==> src/rtl/if_id_queue_pkg.sv <==
// if_id_queue_pkg: shared widths, NOP encoding and count-width helper for the fetch/decode queue
package if_id_queue_pkg;
  localparam int INSTR_W = 16;
  localparam logic [INSTR_W-1:0] NOP_INSTR = 16'h0000;
  function automatic int cnt_w(input int depth);
    return $clog2(depth) + 1;
  endfunction
endpackage

==> src/rtl/if_id_queue_if.sv <==
// if_id_queue_if: fetch push side, decode pop side, flush and occupancy of the instruction queue
interface if_id_queue_if
  import if_id_queue_pkg::*;
#(
  parameter int DEPTH = 2,
  parameter int WIDTH = INSTR_W
);
  logic in_valid;
  logic in_ready;
  logic [WIDTH-1:0] in_instr;
  logic [WIDTH-1:0] in_pc;
  logic flush;
  logic out_valid;
  logic out_ready;
  logic [WIDTH-1:0] out_instr;
  logic [WIDTH-1:0] out_pc;
  logic [cnt_w(DEPTH)-1:0] count;
  modport master (
    output in_valid, in_instr, in_pc, flush, out_ready,
    input  in_ready, out_valid, out_instr, out_pc, count
  );
  modport slave (
    input  in_valid, in_instr, in_pc, flush, out_ready,
    output in_ready, out_valid, out_instr, out_pc, count
  );
endinterface

==> src/rtl/if_id_storage.sv <==
// if_id_storage: DEPTH-entry register array, synchronous write, asynchronous read
module if_id_storage #(
  parameter int DEPTH = 2,
  parameter int W = 32,
  parameter int AW = $clog2(DEPTH)
) (
  input  logic clk,
  input  logic we,
  input  logic [AW-1:0] waddr,
  input  logic [W-1:0] wdata,
  input  logic [AW-1:0] raddr,
  output logic [W-1:0] rdata
);
  logic [W-1:0] mem [DEPTH];
  // write the pushed entry; contents need no reset because count gates visibility
  always_ff @(posedge clk) begin
    if (we) mem[waddr] <= wdata;
  end
  assign rdata = mem[raddr];
endmodule

==> src/rtl/if_id_queue.sv <==
// if_id_queue: in-order instruction buffer between fetch and decode with redirect flush
module if_id_queue
  import if_id_queue_pkg::*;
#(
  parameter int DEPTH = 2,
  parameter int WIDTH = INSTR_W,
  parameter logic [WIDTH-1:0] NOP = NOP_INSTR
) (
  input logic clk,
  input logic rst,
  if_id_queue_if.slave q
);
  localparam int AW = $clog2(DEPTH);
  localparam int CW = cnt_w(DEPTH);
  logic [AW-1:0] wr_ptr_q, wr_ptr_d;
  logic [AW-1:0] rd_ptr_q, rd_ptr_d;
  logic [CW-1:0] count_q, count_d;
  logic push, pop;
  logic [2*WIDTH-1:0] rd_data;
  assign q.in_ready = count_q < CW'(DEPTH);
  assign q.out_valid = count_q != '0;
  assign q.count = count_q;
  assign push = q.in_valid & q.in_ready & ~q.flush;
  assign pop = q.out_valid & q.out_ready & ~q.flush;
  // flush returns to empty; otherwise pointers advance on their handshakes and wrap at DEPTH
  always_comb begin
    wr_ptr_d = q.flush ? '0 : wr_ptr_q + AW'(push);
    rd_ptr_d = q.flush ? '0 : rd_ptr_q + AW'(pop);
    count_d = q.flush ? '0 : count_q + CW'(push) - CW'(pop);
  end
  // reset drops every entry at once, independent of clk
  always_ff @(posedge clk or negedge rst) begin
    if (!rst) begin
      wr_ptr_q <= '0;
      rd_ptr_q <= '0;
      count_q <= '0;
    end else begin
      wr_ptr_q <= wr_ptr_d;
      rd_ptr_q <= rd_ptr_d;
      count_q <= count_d;
    end
  end
  if_id_storage #(.DEPTH(DEPTH), .W(2*WIDTH), .AW(AW)) u_storage (
    .clk(clk),
    .we(push),
    .waddr(wr_ptr_q),
    .wdata({q.in_instr, q.in_pc}),
    .raddr(rd_ptr_q),
    .rdata(rd_data)
  );
  assign q.out_instr = q.out_valid ? rd_data[2*WIDTH-1:WIDTH] : NOP;
  assign q.out_pc = q.out_valid ? rd_data[WIDTH-1:0] : '0;
endmodule

==> src/flat_wrapper.sv <==
// flat-port wrapper written by rule: the top's interface ports become plain ports
module if_id_queue_flat import if_id_queue_pkg::*;
#(
  parameter int DEPTH = 2,
  parameter int WIDTH = INSTR_W,
  parameter logic [WIDTH-1:0] NOP = NOP_INSTR
)
  (clk, rst, q_in_valid, q_in_instr, q_in_pc, q_flush, q_out_ready, q_in_ready, q_out_valid, q_out_instr, q_out_pc, q_count);
  if_id_queue_if #(.DEPTH(DEPTH), .WIDTH(WIDTH)) q_i ();
  input logic clk;
  input logic rst;
  input wire logic [$bits(q_i.in_valid)-1:0] q_in_valid;
  input wire logic [$bits(q_i.in_instr)-1:0] q_in_instr;
  input wire logic [$bits(q_i.in_pc)-1:0] q_in_pc;
  input wire logic [$bits(q_i.flush)-1:0] q_flush;
  input wire logic [$bits(q_i.out_ready)-1:0] q_out_ready;
  output wire logic [$bits(q_i.in_ready)-1:0] q_in_ready;
  output wire logic [$bits(q_i.out_valid)-1:0] q_out_valid;
  output wire logic [$bits(q_i.out_instr)-1:0] q_out_instr;
  output wire logic [$bits(q_i.out_pc)-1:0] q_out_pc;
  output wire logic [$bits(q_i.count)-1:0] q_count;
  assign q_i.in_valid = q_in_valid;
  assign q_i.in_instr = q_in_instr;
  assign q_i.in_pc = q_in_pc;
  assign q_i.flush = q_flush;
  assign q_i.out_ready = q_out_ready;
  assign q_in_ready = q_i.in_ready;
  assign q_out_valid = q_i.out_valid;
  assign q_out_instr = q_i.out_instr;
  assign q_out_pc = q_i.out_pc;
  assign q_count = q_i.count;
  if_id_queue #(.DEPTH(DEPTH), .WIDTH(WIDTH), .NOP(NOP)) u_core (.clk(clk), .rst(rst), .q(q_i));
endmodule
==> config.mk <==
export PLATFORM = sky130hd
export DESIGN_NAME = if_id_queue_flat
export DESIGN_NICKNAME = d
export VERILOG_FILES = /design/src/rtl/if_id_queue_pkg.sv /design/src/rtl/if_id_queue_if.sv /design/src/rtl/if_id_storage.sv /design/src/rtl/if_id_queue.sv /design/src/flat_wrapper.sv
export SDC_FILE = /design/constraint.sdc
export NUM_CORES = 1
export LEC_CHECK = 0
export CAP_MARGIN = 0
export CORE_MARGIN = 8
export CORE_UTILIZATION = 24
export CTS_CLUSTER_SIZE = 28
export DETAILED_ROUTE_END_ITERATION = 16
export SETUP_SLACK_MARGIN = 0.15
export SLEW_MARGIN = 30
export SYNTH_ARGS = -nofsm -noshare
export SYNTH_HDL_FRONTEND = slang
export SYNTH_SLANG_ARGS = --single-unit
==> constraint.sdc <==
create_clock -name clk -period 4.19 [get_ports clk]
set_clock_uncertainty 0.1 [all_clocks]
set_input_delay 0.838 -clock clk [delete_from_list [all_inputs] [get_ports clk]]
set_output_delay 0.838 -clock clk [all_outputs]
set_load 0.02 [all_outputs]
==> results.yml, run 1 <==
run_status:
  outcome: "completed"
placed_design:
  dp_hpwl_um: 3640
  routabilityCongestion: 0.659
  portBuffers: 72
yosys:
  synth.yosys.seq_area_share_pct: 76.2
  synth_top_area_share_pct: 72.4
  synth_ff_type: "sky130_fd_sc_hd__edfxtp_1"
  synth-edff-count: 64
  yosys.cell_types.count: 13
  average_cell_area_after_synthesis_um2: 16.7
  synthCells: 159
  mappedNetlistArea_mm2: 0.00265
  async_reset_ff_share_pct: 5.88
  library_cell_occupying_the_most_area_in_the_post_synthesis_netlist: "sky130_fd_sc_hd__edfxtp_1"
  synth.yosys.warnings: 0
  synth_area_leaders: "sky130_fd_sc_hd__edfxtp_1 72%, sky130_fd_sc_hd__mux2i_1 12%, sky130_fd_sc_hd__nor2_1 5.2%"
  yosysMostFrequentCell: "sky130_fd_sc_hd__edfxtp_1"
  register_bit_count_reported_by_yosys: 68
  syn-num-nets: 200
  post_synth_most_frequent_cells: "64 x sky130_fd_sc_hd__edfxtp_1, 37 x sky130_fd_sc_hd__nor2_1, 32 x sky130_fd_sc_hd__mux2i_1, 5 x sky130_fd_sc_hd__inv_1"
clocking:
  cts.root.buffer_cell: "sky130_fd_sc_hd__clkbuf_8"
  cts_hold_buffers: 0
  cts_resized: 0
  tritoncts.num_buffers: 9
  post_cts_buffers: 0
  clk-insertion-delay-late_ps: 330
  clock_tree_from_tritoncts: "done"
  max-clock-path-buffers: 2
  clock_sinks: 68
  clkTransAtPathRegs_ps: 80
  clock_h_tree_levels: 3
cells_and_area:
  insertedDiodeCount: 0
  finalNetCount: 276
  areaGrowthSynthToFinish_pct: 40.7
  layout-drive-gt1-share_pct: 8.33
critical_path:
  crit_type: "reg -> out"
  crit_fanout: 33
  worstSetupEndpointType: "primary output"
  critical_path_required_ps: 3250
  cp.arrival_ps: 2210
  cp-start-kind: "flop"
floorplanning:
  die_h_um: 121
  floorplan.die_area_mm2: 0.0147
  floorplan.rows: 38
  core_area_mm2: 0.0108
  io_pins: 73
  initial_core_util_pct: 24.6
  fp.dieW_um: 121
pwr:
  power.ir.vdd_worst_mv: 0.196
  power_after_layout_mw: 1.96
  leakage_nw: 1.23
  total_power_density_per_cell_area_mw_per_mm2: 525
grt:
  initial_antenna_violation_count: 0
  first_global_vias: 1661
  grtUsageTotal_pct: 7.63
  largest_net_degree_at_the_start_of_global_routing: 35
  grt_first_pass_wirelength_um: 8620
  total_congestion_overflow: 0
sta:
  rsz0062_at_grt: "false"
  totalNegativeSetupSlack_ps: 0
  final_period_minus_worst_setup_slack_ps: 3150
  report.final.slew_viol_count: 0
  timing.final.crit_share_pct: 75.2
  worst_slew_pin_slew_ps: 880
  maxClockFrequency_mhz: 317
  final-hold-violation-count: 0
  setup_viol: 0
  hold-worst-slack_ps: 571
  timing.slew.headroom_pct: 41.4
drt:
  drcViolationCount: 0
  initialDrtViolationCount: 39
  detail_route.wl_per_cell_um: 14.3
  drt.antenna.violating_nets: 0
  num_vias: 1491
  first_pass_iters: 4
  vias_per_cell: 3.92
  finalWirelength_um: 5450
job:
  timing.max_cap.violations: 0
min_path:
  worst_hold_path_type: "reg -> reg"
## cell type report
type / count / area (um^2)
inverters: 5 / 18.8
fillers: 1050 / 7060
clock inverters: 7 / 90.1
clock buffers: 9 / 124
multi-input cells: 79 / 581
flip-flops and latches: 68 / 2030
repair buffers: 72 / 721
well taps: 140 / 175
## routing by layer
layer	up-vias	GRT usage, %	wire length [um]
li1	728	-	-
met1	703	8.75	2400
met2	58	12.3	2650
met3	2	3.82	386
met4	0	2.31	13
met5	-	0	0
## metrics by stage
stage	util (%)	worst slack (ps)	instances	instance area, um^2
2_1_floorplan	-	1660	159	2650
5_1_grt	34.6	828	380	3730
6_report	34.6	1040	380	3730
3_5_place_dp	32.6	1010	364	3520
3_3_place_gp	32.6	1140	364	3520
4_1_cts	34.6	806	380	3730
## final timing paths
path / start / end / slack, ps / cells past startpoint
hold reg to reg: u_core.wr_ptr_q$_DFF_PN0_ / u_core.wr_ptr_q$_DFF_PN0_ / 570 / 3
max in group asynchronous: rst / u_core.rd_ptr_q$_DFF_PN0_ / 3200 / 1
min in group asynchronous: rst / u_core.q.count[0]$_DFF_PN0_ / 600 / 1
setup / recovery: u_core.q.count[1]$_DFF_PN0_ / q_out_pc[15] / 1040 / 3
setup reg to reg: u_core.q.count[1]$_DFF_PN0_ / u_core.u_storage.mem[1][10]$_DFFE_PP_ / 1930 / 2
hold / removal: u_core.wr_ptr_q$_DFF_PN0_ / u_core.wr_ptr_q$_DFF_PN0_ / 570 / 3
## where the power goes
group / internal [mW] / switching [mW] / total [mW]
sequential: 0.794 / 0.0516 / 0.846
clock: 0.333 / 0.243 / 0.576
combinational: 0.263 / 0.275 / 0.538
## cell usage in the layout (no fill, tap or decap)
cell                              count
sky130_fd_sc_hd__dfrtp_4              1
sky130_fd_sc_hd__edfxtp_1            64
sky130_fd_sc_hd__clkinv_1             1
sky130_fd_sc_hd__clkbuf_8             9
sky130_fd_sc_hd__ha_2                 2
sky130_fd_sc_hd__mux2_2               1
sky130_fd_sc_hd__clkinv_2             2
sky130_fd_sc_hd__inv_6                1
sky130_fd_sc_hd__nor2_4               1
sky130_fd_sc_hd__xnor3_1              1
sky130_fd_sc_hd__dfrtp_1              3
sky130_fd_sc_hd__clkdlybuf4s50_1     72
sky130_fd_sc_hd__clkinvlp_4           1
sky130_fd_sc_hd__nor3b_1              1
sky130_fd_sc_hd__o21ai_0              1
sky130_fd_sc_hd__bufinv_16            2
sky130_fd_sc_hd__mux2i_1             32
sky130_fd_sc_hd__nor2b_1              2
sky130_fd_sc_hd__nor2_1              36
sky130_fd_sc_hd__ha_1                 2
sky130_fd_sc_hd__inv_1                5
## sequential cells by signal (all words and copies together), names as in the netlist
signal                cells
u_core.q.count            2
u_core.wr_ptr_q           1
u_core.u_storage.mem     64
u_core.rd_ptr_q           1
## worst max-delay path: stages (launching register included)
cell	delay [ps]
sky130_fd_sc_hd__dfrtp_1	470
sky130_fd_sc_hd__nor2_4	660
sky130_fd_sc_hd__nor2_1	160
sky130_fd_sc_hd__clkdlybuf4s50_1	580
## cells by family (layout without fill, tap and decap cells)
kind of cell / count (synthesis) / after routing / share of synthesized area [%]
DFF: 68 / 68 / 76.2
and+or+nand+nor: 40 / 40 / 5.99
muxes: 33 / 33 / 12.5
buffers and inverters: 12 / 93 / 2.40
adders and majority gates: 4 / 4 / 1.89
AOI/OAI and AO/OA: 1 / 1 / 0.188
xor gates and xnor gates: 1 / 1 / 0.849
Power figures use the tool's default switching activity.
==> run 2: changes to the inputs <==
Clock period 4.19 ns to 2.9 ns, I/O delays scaled along.
==> run 2 against run 1 <==
Effect of this change:
- worst setup slack got worse by 690 ps
- sequential share of layout area decreased by 0.14 points
- cell count increased by 1.8%
- sequential power increased by 38%
- hold slack got worse by 220 ps
==> results.yml, run 2 (synthesized netlist as in run 1, its figures left out) <==
floorplanning:
  core_area_mm2: 0.0108
  io_pins: 73
  fp.dieW_um: 121
  die_h_um: 121
  floorplan.die_area_mm2: 0.0147
  initial_core_util_pct: 24.6
  floorplan.rows: 38
drt:
  highest_layer: "met4"
  routedLengthMet1_um: 2440
  first_pass_iters: 3
  drt.antenna.violating_nets: 0
  drcViolationCount: 0
  vias_per_cell: 3.88
  dr_wl_met2_um: 2800
  initialDrtViolationCount: 89
  num_vias: 1503
  detail_route.wl_per_cell_um: 15.0
  met3_wirelength_um: 509
  finalWirelength_um: 5820
cells_and_area:
  multiInputGateArea_um2: 581
  top_register: "u_core.u_storage.mem"
  final_cell_count_no_fill: 387
  area_used_by_sequential_logic_in_the_layout_mm2: 0.00202
  layout-drive-gt1-share_pct: 10.1
  largest_register_ffs: 64
  mostFrequentLayoutCell: "sky130_fd_sc_hd__clkdlybuf4s50_1"
  layout.filler_cells: 1053
  final_cell_mix: "72 x sky130_fd_sc_hd__clkdlybuf4s50_1, 64 x sky130_fd_sc_hd__edfxtp_1, 36 x sky130_fd_sc_hd__nor2_1"
  areaGrowthSynthToFinish_pct: 40.9
  finalNetCount: 283
  design_area_mm2: 0.00374
  insertedDiodeCount: 0
clocking:
  clkTransAtPathRegs_ps: 70
  post_cts_buffers: 0
  tritoncts.num_buffers: 9
  cts.root.buffer_cell: "sky130_fd_sc_hd__clkbuf_8"
  clk-insertion-delay-late_ps: 330
  clock_h_tree_levels: 3
  max-clock-path-buffers: 2
  clock_sinks: 68
  clock_tree_from_tritoncts: "done"
placed_design:
  routabilityCongestion: 0.686
  dp_hpwl_um: 4200
  post-place-cells: 371
  placement.cell_area_mm2: 0.00357
  portBuffers: 72
pwr:
  sw_frac_of_total_pct: 30.5
  power.ir.vdd_worst_mv: 0.257
  total_power_density_per_cell_area_mw_per_mm2: 715
  combinational_power_share_pct: 32.1
  power.net_switching_mw: 0.816
  internal-power_mw: 1.86
  leakage_nw: 1.24
  power.share.clock_pct: 24.1
  p_seq_share_pct: 43.8
critical_path:
  crit-reg2reg-launch: "u_core.q.count[1]$_DFF_PN0_"
  crit_fanout: 33
  cp.arrival_ps: 1880
  worstSetupEndpointType: "primary output"
  r2r_depth: 3
  critical_path_required_ps: 2220
  cp-start-kind: "flop"
  crit_type: "reg -> out"
  crit_path_start: "u_core.q.count[1]$_DFF_PN0_"
sta:
  final_period_minus_worst_setup_slack_ps: 2560
  timing.final.crit_share_pct: 88.1
  totalNegativeSetupSlack_ps: 0
  worst_slew_pin_slew_ps: 488
  setup_viol: 0
  final-hold-violation-count: 0
  report.final.slew_viol_count: 0
  maxClockFrequency_mhz: 391
  rsz0062_at_grt: "false"
  timing.slew.headroom_pct: 67.4
grt:
  total_congestion_overflow: 0
  grtUsageTotal_pct: 8.37
  initial_antenna_violation_count: 0
  first_global_vias: 1796
  largest_net_degree_at_the_start_of_global_routing: 34
  grt_first_pass_wirelength_um: 9270
job:
  timing.max_cap.violations: 0
min_path:
  worst_hold_path_type: "in -> async"
run_status:
  outcome: "completed"
==> run 2: worst paths after layout <==
check                                                         to  slack, ps
setup / recovery                                    q_out_pc[12]        340
hold / removal                       u_core.q.count[0]$_DFF_PN0_        350
setup reg to reg           u_core.u_storage.mem[1][18]$_DFFE_PP_        990
hold reg to reg                        u_core.wr_ptr_q$_DFF_PN0_        590
max in group asynchronous              u_core.rd_ptr_q$_DFF_PN0_       2160
min in group clk                       u_core.wr_ptr_q$_DFF_PN0_        590
==> run 2: cell type report <==
cell class	count	area share, %
clock buffers	12	3.61
clock inverters	4	0.703
inverters	5	0.502
multi-input cells	79	15.5
flip-flops and latches	68	54.1
well taps	140	4.68
repair buffers	79	20.9
==> run 2: worst max-delay path, cell delays in order (launching register included) <==
cell and delay, ps:
sky130_fd_sc_hd__dfrtp_1 460, sky130_fd_sc_hd__nor2_4 60, sky130_fd_sc_hd__buf_6 190, sky130_fd_sc_hd__nor2_1 190, sky130_fd_sc_hd__clkdlybuf4s50_1 640
==> run 2: power groups by stage <==
stage	Combinational [mW]	Sequential (mW)	Clock [mW]
final	0.859	1.17	0.644
after global routing	0.934	1.18	0.714
after CTS	0.878	1.17	0.673
after detailed placement	0.873	1.19	0
after global placement	0.870	1.19	0
after floorplan	0.464	1.19	0
==> run 2: metrics by stage <==
step	setup slack, ps	power, mW	util (%)	hold slack (ps)
6_report	345	2.67	34.7	350
5_1_grt	203	2.83	34.7	344
4_1_cts	240	2.72	34.6	339
3_5_place_dp	295	2.07	33.1	580
3_3_place_gp	346	2.06	33.1	598
2_1_floorplan	628	1.66	-	184
==> run 2: what timing repair did <==
item / in CTS / in global routing
gates resized for setup: 0 / 2
hold buffers: 0 / 0
endpoints found under the setup margin: 0 / 2
==> run 2: routing by layer <==
metal	global-route usage, %	vias to the layer above
li1	-	741
met1	8.92	704
met2	13.9	49
met3	4.14	9
met4	3.47	0
met5	0	-
